### src/rtl/display_pkg.sv
// Shared types and constants for the display scheduler.
package display_pkg;

    typedef logic [31:0] disp_word_t;

    typedef enum logic {
        SHOW  = 1'b0,
        BLANK = 1'b1
    } sched_state_t;

    localparam disp_word_t DISP_BLANK_VALUE = 32'h0000_0000;

endpackage : display_pkg

### src/rtl/dwell_timer.sv
// Counts one-hertz ticks and pulses expire_out on the tick that completes a
// dwell period. clear_in wins over hold_in, hold_in wins over a tick.
// expire_out is a same-cycle decode so the scheduler can advance on the
// expiring tick itself.
module dwell_timer #(
    parameter int DWELL_S = 3
) (
    input  logic clk_in,
    input  logic rst_in,
    input  logic tick_in,
    input  logic clear_in,
    input  logic hold_in,
    output logic expire_out
);

    localparam int CNT_W = $clog2(DWELL_S + 1);
    localparam logic [CNT_W-1:0] CNT_LAST = CNT_W'(DWELL_S - 1);

    logic [CNT_W-1:0] dwell_cnt_q;
    logic [CNT_W-1:0] dwell_cnt_d;
    logic             expire_s;

    // Next dwell count and expiry decode.
    always_comb begin
        dwell_cnt_d = dwell_cnt_q;
        expire_s    = 1'b0;
        if (clear_in) begin
            dwell_cnt_d = {CNT_W{1'b0}};
        end else if (hold_in) begin
            dwell_cnt_d = dwell_cnt_q;
        end else if (tick_in) begin
            if (dwell_cnt_q == CNT_LAST) begin
                dwell_cnt_d = {CNT_W{1'b0}};
                expire_s    = 1'b1;
            end else begin
                dwell_cnt_d = dwell_cnt_q + CNT_W'(1);
            end
        end else begin
            dwell_cnt_d = dwell_cnt_q;
        end
    end

    // Dwell count register with synchronous reset.
    always_ff @(posedge clk_in) begin
        if (rst_in) begin
            dwell_cnt_q <= {CNT_W{1'b0}};
        end else begin
            dwell_cnt_q <= dwell_cnt_d;
        end
    end

    assign expire_out = expire_s;

endmodule : dwell_timer

### src/rtl/display_scheduler.sv
// Shares one 32-bit seven-segment value among N_SOURCES measurement sources.
// Selection is by next/prev pulses or auto-rotation every DWELL_S one-hertz
// ticks; each switch is followed by BLANK_CYCLES cycles of blank display.
// Optional freeze/snapshot feature: define DISPLAY_SCHEDULER_FREEZE_EN.
module display_scheduler
    import display_pkg::*;
#(
    parameter int N_SOURCES    = 4,
    parameter int DWELL_S      = 3,
    parameter int BLANK_CYCLES = 2,
    localparam int IDX_W       = (N_SOURCES < 2) ? 1 : $clog2(N_SOURCES)
) (
    input  logic                      clk_in,
    input  logic                      rst_in,
    input  logic [32*N_SOURCES-1:0]   sources_in,
    input  logic                      one_hz_in,
    input  logic                      next_in,
    input  logic                      prev_in,
    input  logic                      auto_en_in,
    input  logic                      freeze_in,
    output logic [31:0]               display_out,
    output logic [IDX_W-1:0]          index_out,
    output logic                      blank_out,
    output logic                      frozen_out
);

    localparam logic [IDX_W-1:0] IDX_LAST = IDX_W'(N_SOURCES - 1);
    localparam int               BLK_W    = (BLANK_CYCLES < 2) ? 1 : $clog2(BLANK_CYCLES);
    localparam logic [BLK_W-1:0] BLK_INIT = BLK_W'((BLANK_CYCLES > 0) ? BLANK_CYCLES - 1 : 0);

    sched_state_t     state_q,     state_d;
    logic [IDX_W-1:0] index_q,     index_d;
    logic [BLK_W-1:0] blank_cnt_q, blank_cnt_d;
    disp_word_t       display_q,   display_d;
    logic             blank_q,     blank_d;

    logic       in_show_s;
    logic       gate_s;
    logic       adv_next_s;
    logic       adv_prev_s;
    logic       manual_s;
    logic       expire_s;
    logic       adv_any_s;
    logic       dwell_clear_s;
    logic       show_frozen_s;
    disp_word_t frozen_val_s;

    // Select source idx out of the packed source bus.
    function automatic disp_word_t pick_src(input logic [32*N_SOURCES-1:0] srcs,
                                            input logic [IDX_W-1:0]       idx);
        disp_word_t r;
        r = DISP_BLANK_VALUE;
        for (int k = 0; k < N_SOURCES; k++) begin
            r = (idx == IDX_W'(k)) ? srcs[32*k +: 32] : r;
        end
        return r;
    endfunction

`ifdef DISPLAY_SCHEDULER_FREEZE_EN
    logic       freeze_prev_q;
    logic       frozen_q, frozen_d;
    disp_word_t snap_q,   snap_d;
    logic       rise_s;
    logic       fall_s;

    // Freeze edge detection and snapshot capture; rises during BLANK are dropped.
    always_comb begin
        rise_s   = freeze_in & ~freeze_prev_q & (state_q == SHOW) & ~frozen_q;
        fall_s   = ~freeze_in & freeze_prev_q;
        frozen_d = frozen_q;
        snap_d   = snap_q;
        if (rise_s) begin
            frozen_d = 1'b1;
            snap_d   = pick_src(sources_in, index_q);
        end else if (fall_s) begin
            frozen_d = 1'b0;
        end else begin
            frozen_d = frozen_q;
        end
        gate_s        = frozen_q | rise_s;
        show_frozen_s = frozen_d;
        frozen_val_s  = snap_d;
    end

    // Freeze state registers.
    always_ff @(posedge clk_in) begin
        if (rst_in) begin
            freeze_prev_q <= 1'b0;
            frozen_q      <= 1'b0;
            snap_q        <= DISP_BLANK_VALUE;
        end else begin
            freeze_prev_q <= freeze_in;
            frozen_q      <= frozen_d;
            snap_q        <= snap_d;
        end
    end

    assign frozen_out = frozen_q;
`else
    logic unused_freeze_s;

    assign unused_freeze_s = freeze_in;
    assign gate_s          = 1'b0;
    assign show_frozen_s   = 1'b0;
    assign frozen_val_s    = DISP_BLANK_VALUE;
    assign frozen_out      = 1'b0;
`endif

    // Advance decode: next beats prev beats auto expiry; only in SHOW, not frozen.
    always_comb begin
        in_show_s     = (state_q == SHOW);
        adv_next_s    = in_show_s & ~gate_s & next_in;
        adv_prev_s    = in_show_s & ~gate_s & ~next_in & prev_in;
        manual_s      = adv_next_s | adv_prev_s;
        dwell_clear_s = ~in_show_s | ~auto_en_in | manual_s;
        adv_any_s     = manual_s | expire_s;
    end

    dwell_timer #(
        .DWELL_S (DWELL_S)
    ) u_dwell_timer (
        .clk_in     (clk_in),
        .rst_in     (rst_in),
        .tick_in    (one_hz_in),
        .clear_in   (dwell_clear_s),
        .hold_in    (gate_s),
        .expire_out (expire_s)
    );

    // Next-state, index and registered-output computation.
    always_comb begin
        state_d     = state_q;
        index_d     = index_q;
        blank_cnt_d = blank_cnt_q;
        display_d   = DISP_BLANK_VALUE;
        blank_d     = 1'b0;
        case (state_q)
            SHOW: begin
                if (adv_any_s) begin
                    if (adv_prev_s) begin
                        index_d = (index_q == {IDX_W{1'b0}}) ? IDX_LAST : index_q - IDX_W'(1);
                    end else begin
                        index_d = (index_q == IDX_LAST) ? {IDX_W{1'b0}} : index_q + IDX_W'(1);
                    end
                    if (BLANK_CYCLES > 0) begin
                        state_d     = BLANK;
                        blank_cnt_d = BLK_INIT;
                    end else begin
                        state_d     = SHOW;
                        blank_cnt_d = {BLK_W{1'b0}};
                    end
                end else begin
                    state_d = SHOW;
                end
            end
            BLANK: begin
                if (blank_cnt_q == {BLK_W{1'b0}}) begin
                    state_d = SHOW;
                end else begin
                    blank_cnt_d = blank_cnt_q - BLK_W'(1);
                end
            end
            default: begin
                state_d     = SHOW;
                blank_cnt_d = {BLK_W{1'b0}};
            end
        endcase

        if (state_d == BLANK) begin
            display_d = DISP_BLANK_VALUE;
            blank_d   = 1'b1;
        end else if (show_frozen_s) begin
            display_d = frozen_val_s;
            blank_d   = 1'b0;
        end else begin
            display_d = pick_src(sources_in, index_d);
            blank_d   = 1'b0;
        end
    end

    // Scheduler state and output registers with synchronous reset.
    always_ff @(posedge clk_in) begin
        if (rst_in) begin
            state_q     <= SHOW;
            index_q     <= {IDX_W{1'b0}};
            blank_cnt_q <= {BLK_W{1'b0}};
            display_q   <= DISP_BLANK_VALUE;
            blank_q     <= 1'b0;
        end else begin
            state_q     <= state_d;
            index_q     <= index_d;
            blank_cnt_q <= blank_cnt_d;
            display_q   <= display_d;
            blank_q     <= blank_d;
        end
    end

    assign display_out = display_q;
    assign index_out   = index_q;
    assign blank_out   = blank_q;

endmodule : display_scheduler

### config.mk
export PLATFORM = sky130hd
export DESIGN_NAME = display_scheduler
export DESIGN_NICKNAME = d
export VERILOG_FILES = /design/src/rtl/display_pkg.sv /design/src/rtl/dwell_timer.sv /design/src/rtl/display_scheduler.sv
export SDC_FILE = /design/constraint.sdc
export NUM_CORES = 1
export LEC_CHECK = 0
export BUFFER_PORTS_ARGS = -buffer_cell sky130_fd_sc_hd__buf_2
export CORE_UTILIZATION = 38
export CTS_CLUSTER_DIAMETER = 80
export DETAILED_ROUTE_END_ITERATION = 6
export HOLD_SLACK_MARGIN = 0.03
export PLACE_DENSITY = 0.84
export SYNTH_ARGS = -nofsm -noshare
export SYNTH_HDL_FRONTEND = slang
export SYNTH_SLANG_ARGS = --single-unit
### constraint.sdc
create_clock -name clk_in -period 2.8 [get_ports clk_in]
set_clock_uncertainty 0.05 [all_clocks]
set_input_delay 0.14 -clock clk_in [delete_from_list [all_inputs] [get_ports clk_in]]
set_output_delay 0.14 -clock clk_in [all_outputs]
set_load 0.1 [all_outputs]
==> qor.yml <==
power_and_ir_drop:
  p_per_area_nw_per_um2: 637
  vdd_drop_max_uv: 355
  p_leak_nw: 1.58
logic_synthesis:
  yosys.cell_types.count: 27
  synthMuxAreaShare: 0.320
  synth_top_area_cell: "dfxtp_1"
  synth_area_per_cell_um2: 10.4
  ys.warnings.count: 0
  ys_top_cells_by_area: "dfxtp_1, mux2i_1, o22ai_1, buf_12, buf_8"
  synth_xor_area_frac: 0
  synth_top_area_frac: 0.380
  yosys.area_share.adder: 0.0125
  netlist_instances: 192
  synth_nets: 329
  synth_top_family_by_area: "multiplexers"
  synth-compound-area-share: 0.134
  postSynthRegisterBits: 38
  synthSimpleGateAreaFrac: 0.0655
  netlist_area_um2: 2000
  ys_seq_area_frac: 0.380
clock_tree:
  cts_buffer_depth: 2
  cts.clk_slew.worst_paths_ps: 70
  cts-root-buf: "clkbuf_8"
  cts_tree: "yes"
  cts_resized: 0
  clkSinkCount: 38
  cts_buffers: 5
  clock_latency_ps: 280
  h-tree-depth: 2
critical_path:
  cpMaxStageDelayCell: "dfxtp_2"
  cp_num_buf_inv: 2
  cp_top_family: "simple AND/OR/NAND/NOR gates"
  cp-end-kind: "register"
  path_cells: "inv_1 > ha_1 > or3b_1 > a22o_1 > nand3_4 > buf_12 > mux2i_1 > o22ai_1"
  cpPeakStageDelay_ps: 370
  cp-start-kind: "register"
  required_ps: 2890
  arrival_ps: 2350
  path_max_fanout: 35
  r2r_slack_ps: 540
  setup.worst_path.class: "register to register"
timing:
  fin_crit_sh: 0.807
  fmax_mhz: 443
  tns_ps: 0
  min_period_ps: 2260
  relSlewSlack: 0.633
  worst_slack_ps: 540
  slew_viol_final: 0
  hold_violations: 0
  tightestPinTransition_ps: 550
  setup-violations-final: 0
  rsz0062_at_grt: "no"
finish:
  mostFrequentLayoutCells: "buf_2, mux2i_1, dfxtp_1"
  multiInputGateArea_um2: 1080
  nets: 494
  nFillCells: 470
  final_common_cell: "buf_2"
  ff_latch_area_um2: 763
  drive_gt1_frac: 0.504
  diodes: 0
  fin_area_um2: 2930
  area_growth_pct: 45.9
placement:
  dp_hpwl_um: 4170
  dp_slack_ps: 536
  io_buffers: 168
  gp_congestion: 0.817
  placed_cell_area_um2: 2840
route:
  viasPerCell: 4.89
  vias: 2088
  drcViolationCount: 0
  ant_nets: 0
  wl_per_cell_um: 12.3
  drt-total-wl_um: 5260
  drt_iter0_drc: 52
  dr.pass1.iters: 4
global_route:
  grt_max_degree: 36
  grt_pass1_wl_um: 7400
  grt_pass1_vias: 1867
  track_usage: 0.172
  overflow: 0
  antenna_found_initial: 0
flow_run:
  drv_cap: 0
run_status:
  status: "finished clean"
die:
  die_w_um: 74.6
  dieArea_um2: 5570
  initial_core_util: 0.392
  core_um2: 5110
  io_pins: 171
  die_y_um: 74.6
  fp-row-count: 26
hold_path:
  hold_class: "input port to register"
[flip-flops by register name, summed over array words and instances, names as in the netlist]
name                       count
display_out                   32
u_dwell_timer.dwell_cnt_q      2
blank_cnt_q                    1
index_out                      2
state_q                        1
[per-layer routing]
metal / track usage / share of wire / up-vias
li1: - / - / 1047
met1: 0.169 / 0.39 / 944
met2: 0.341 / 0.53 / 91
met3: 0.0455 / 0.069 / 6
met4: 0.0629 / 0.010 / 0
met5: 0 / 0 / -
[worst paths after layout]
kind                                               start                                        end  depth (start not counted)
worst max-delay path             index_out[0]$_SDFF_PP0_                  display_out[2]$_SDFF_PP0_                          8
worst min-delay path                          auto_en_in  u_dwell_timer.dwell_cnt_q[1]$_SDFFE_PP0P_                          3
worst max register to register   index_out[0]$_SDFF_PP0_                  display_out[2]$_SDFF_PP0_                          8
worst min register to register  blank_cnt_q$_SDFFE_PP0P_                   blank_cnt_q$_SDFFE_PP0P_                          2
[metrics by stage]
stage	util	instances	hold slack, ps	power (mW)
after floorplan	-	192	152	1.40
after global placement	0.556	419	331	1.52
after detailed placement	0.556	419	327	1.53
after CTS	0.573	427	71.8	1.89
after global routing	0.573	427	83.6	1.96
final	0.573	427	83.9	1.86
[Yosys cell counts, drive strengths merged]
cell type,instances
ha,2
a311o,1
mux2i,64
dfxtp,38
inv,4
o22ai,32
nor3,3
a31oi,1
clkbuf,7
or3b,1
nand2b,1
a2111oi,1
o211a,1
nor4,1
buf,8
nand2,7
conb,1
nor2,8
nand4b,1
a21oi,4
o21ai,1
nand3,3
and4b,1
a22o,1
[layout make-up]
type	count	area share
inverters	4	0.00513
multi-input cells	135	0.368
repair buffers	173	0.310
well taps	70	0.0299
clock buffers	7	0.0261
flip-flops and latches	38	0.261
[report_power, final]
part	total [mW]	internal (mW)	switching [mW]	leakage, nW
clock	0.347	0.171	0.175	0.0383
combinational	0.905	0.296	0.609	1.23
sequential	0.611	0.593	0.0184	0.312
total	1.86	1.06	0.803	1.58
[timing repair]
| action | in CTS | in global routing |
|---|---|---|
| buffers inserted | 0 | 0 |
| endpoints found under the hold margin | 1 | 0 |
| hold buffers | 1 | 0 |
[cells by family after synthesis]
group           after synthesis
fa+ha+maj                     2
compound gates               42
simple gates                 26
flops                        38
other cells                   1
mux                          64
buf+inv                      19
[worst reg2reg max path, cell delays in order, from the launching register on]
cell     delay, ps
dfxtp_2        370
inv_1           70
ha_1           320
or3b_1         350
a22o_1         230
nand3_4        120
buf_12         250
mux2i_1        280
o22ai_1        100
No activity file was read; power rests on OpenSTA's default activity.
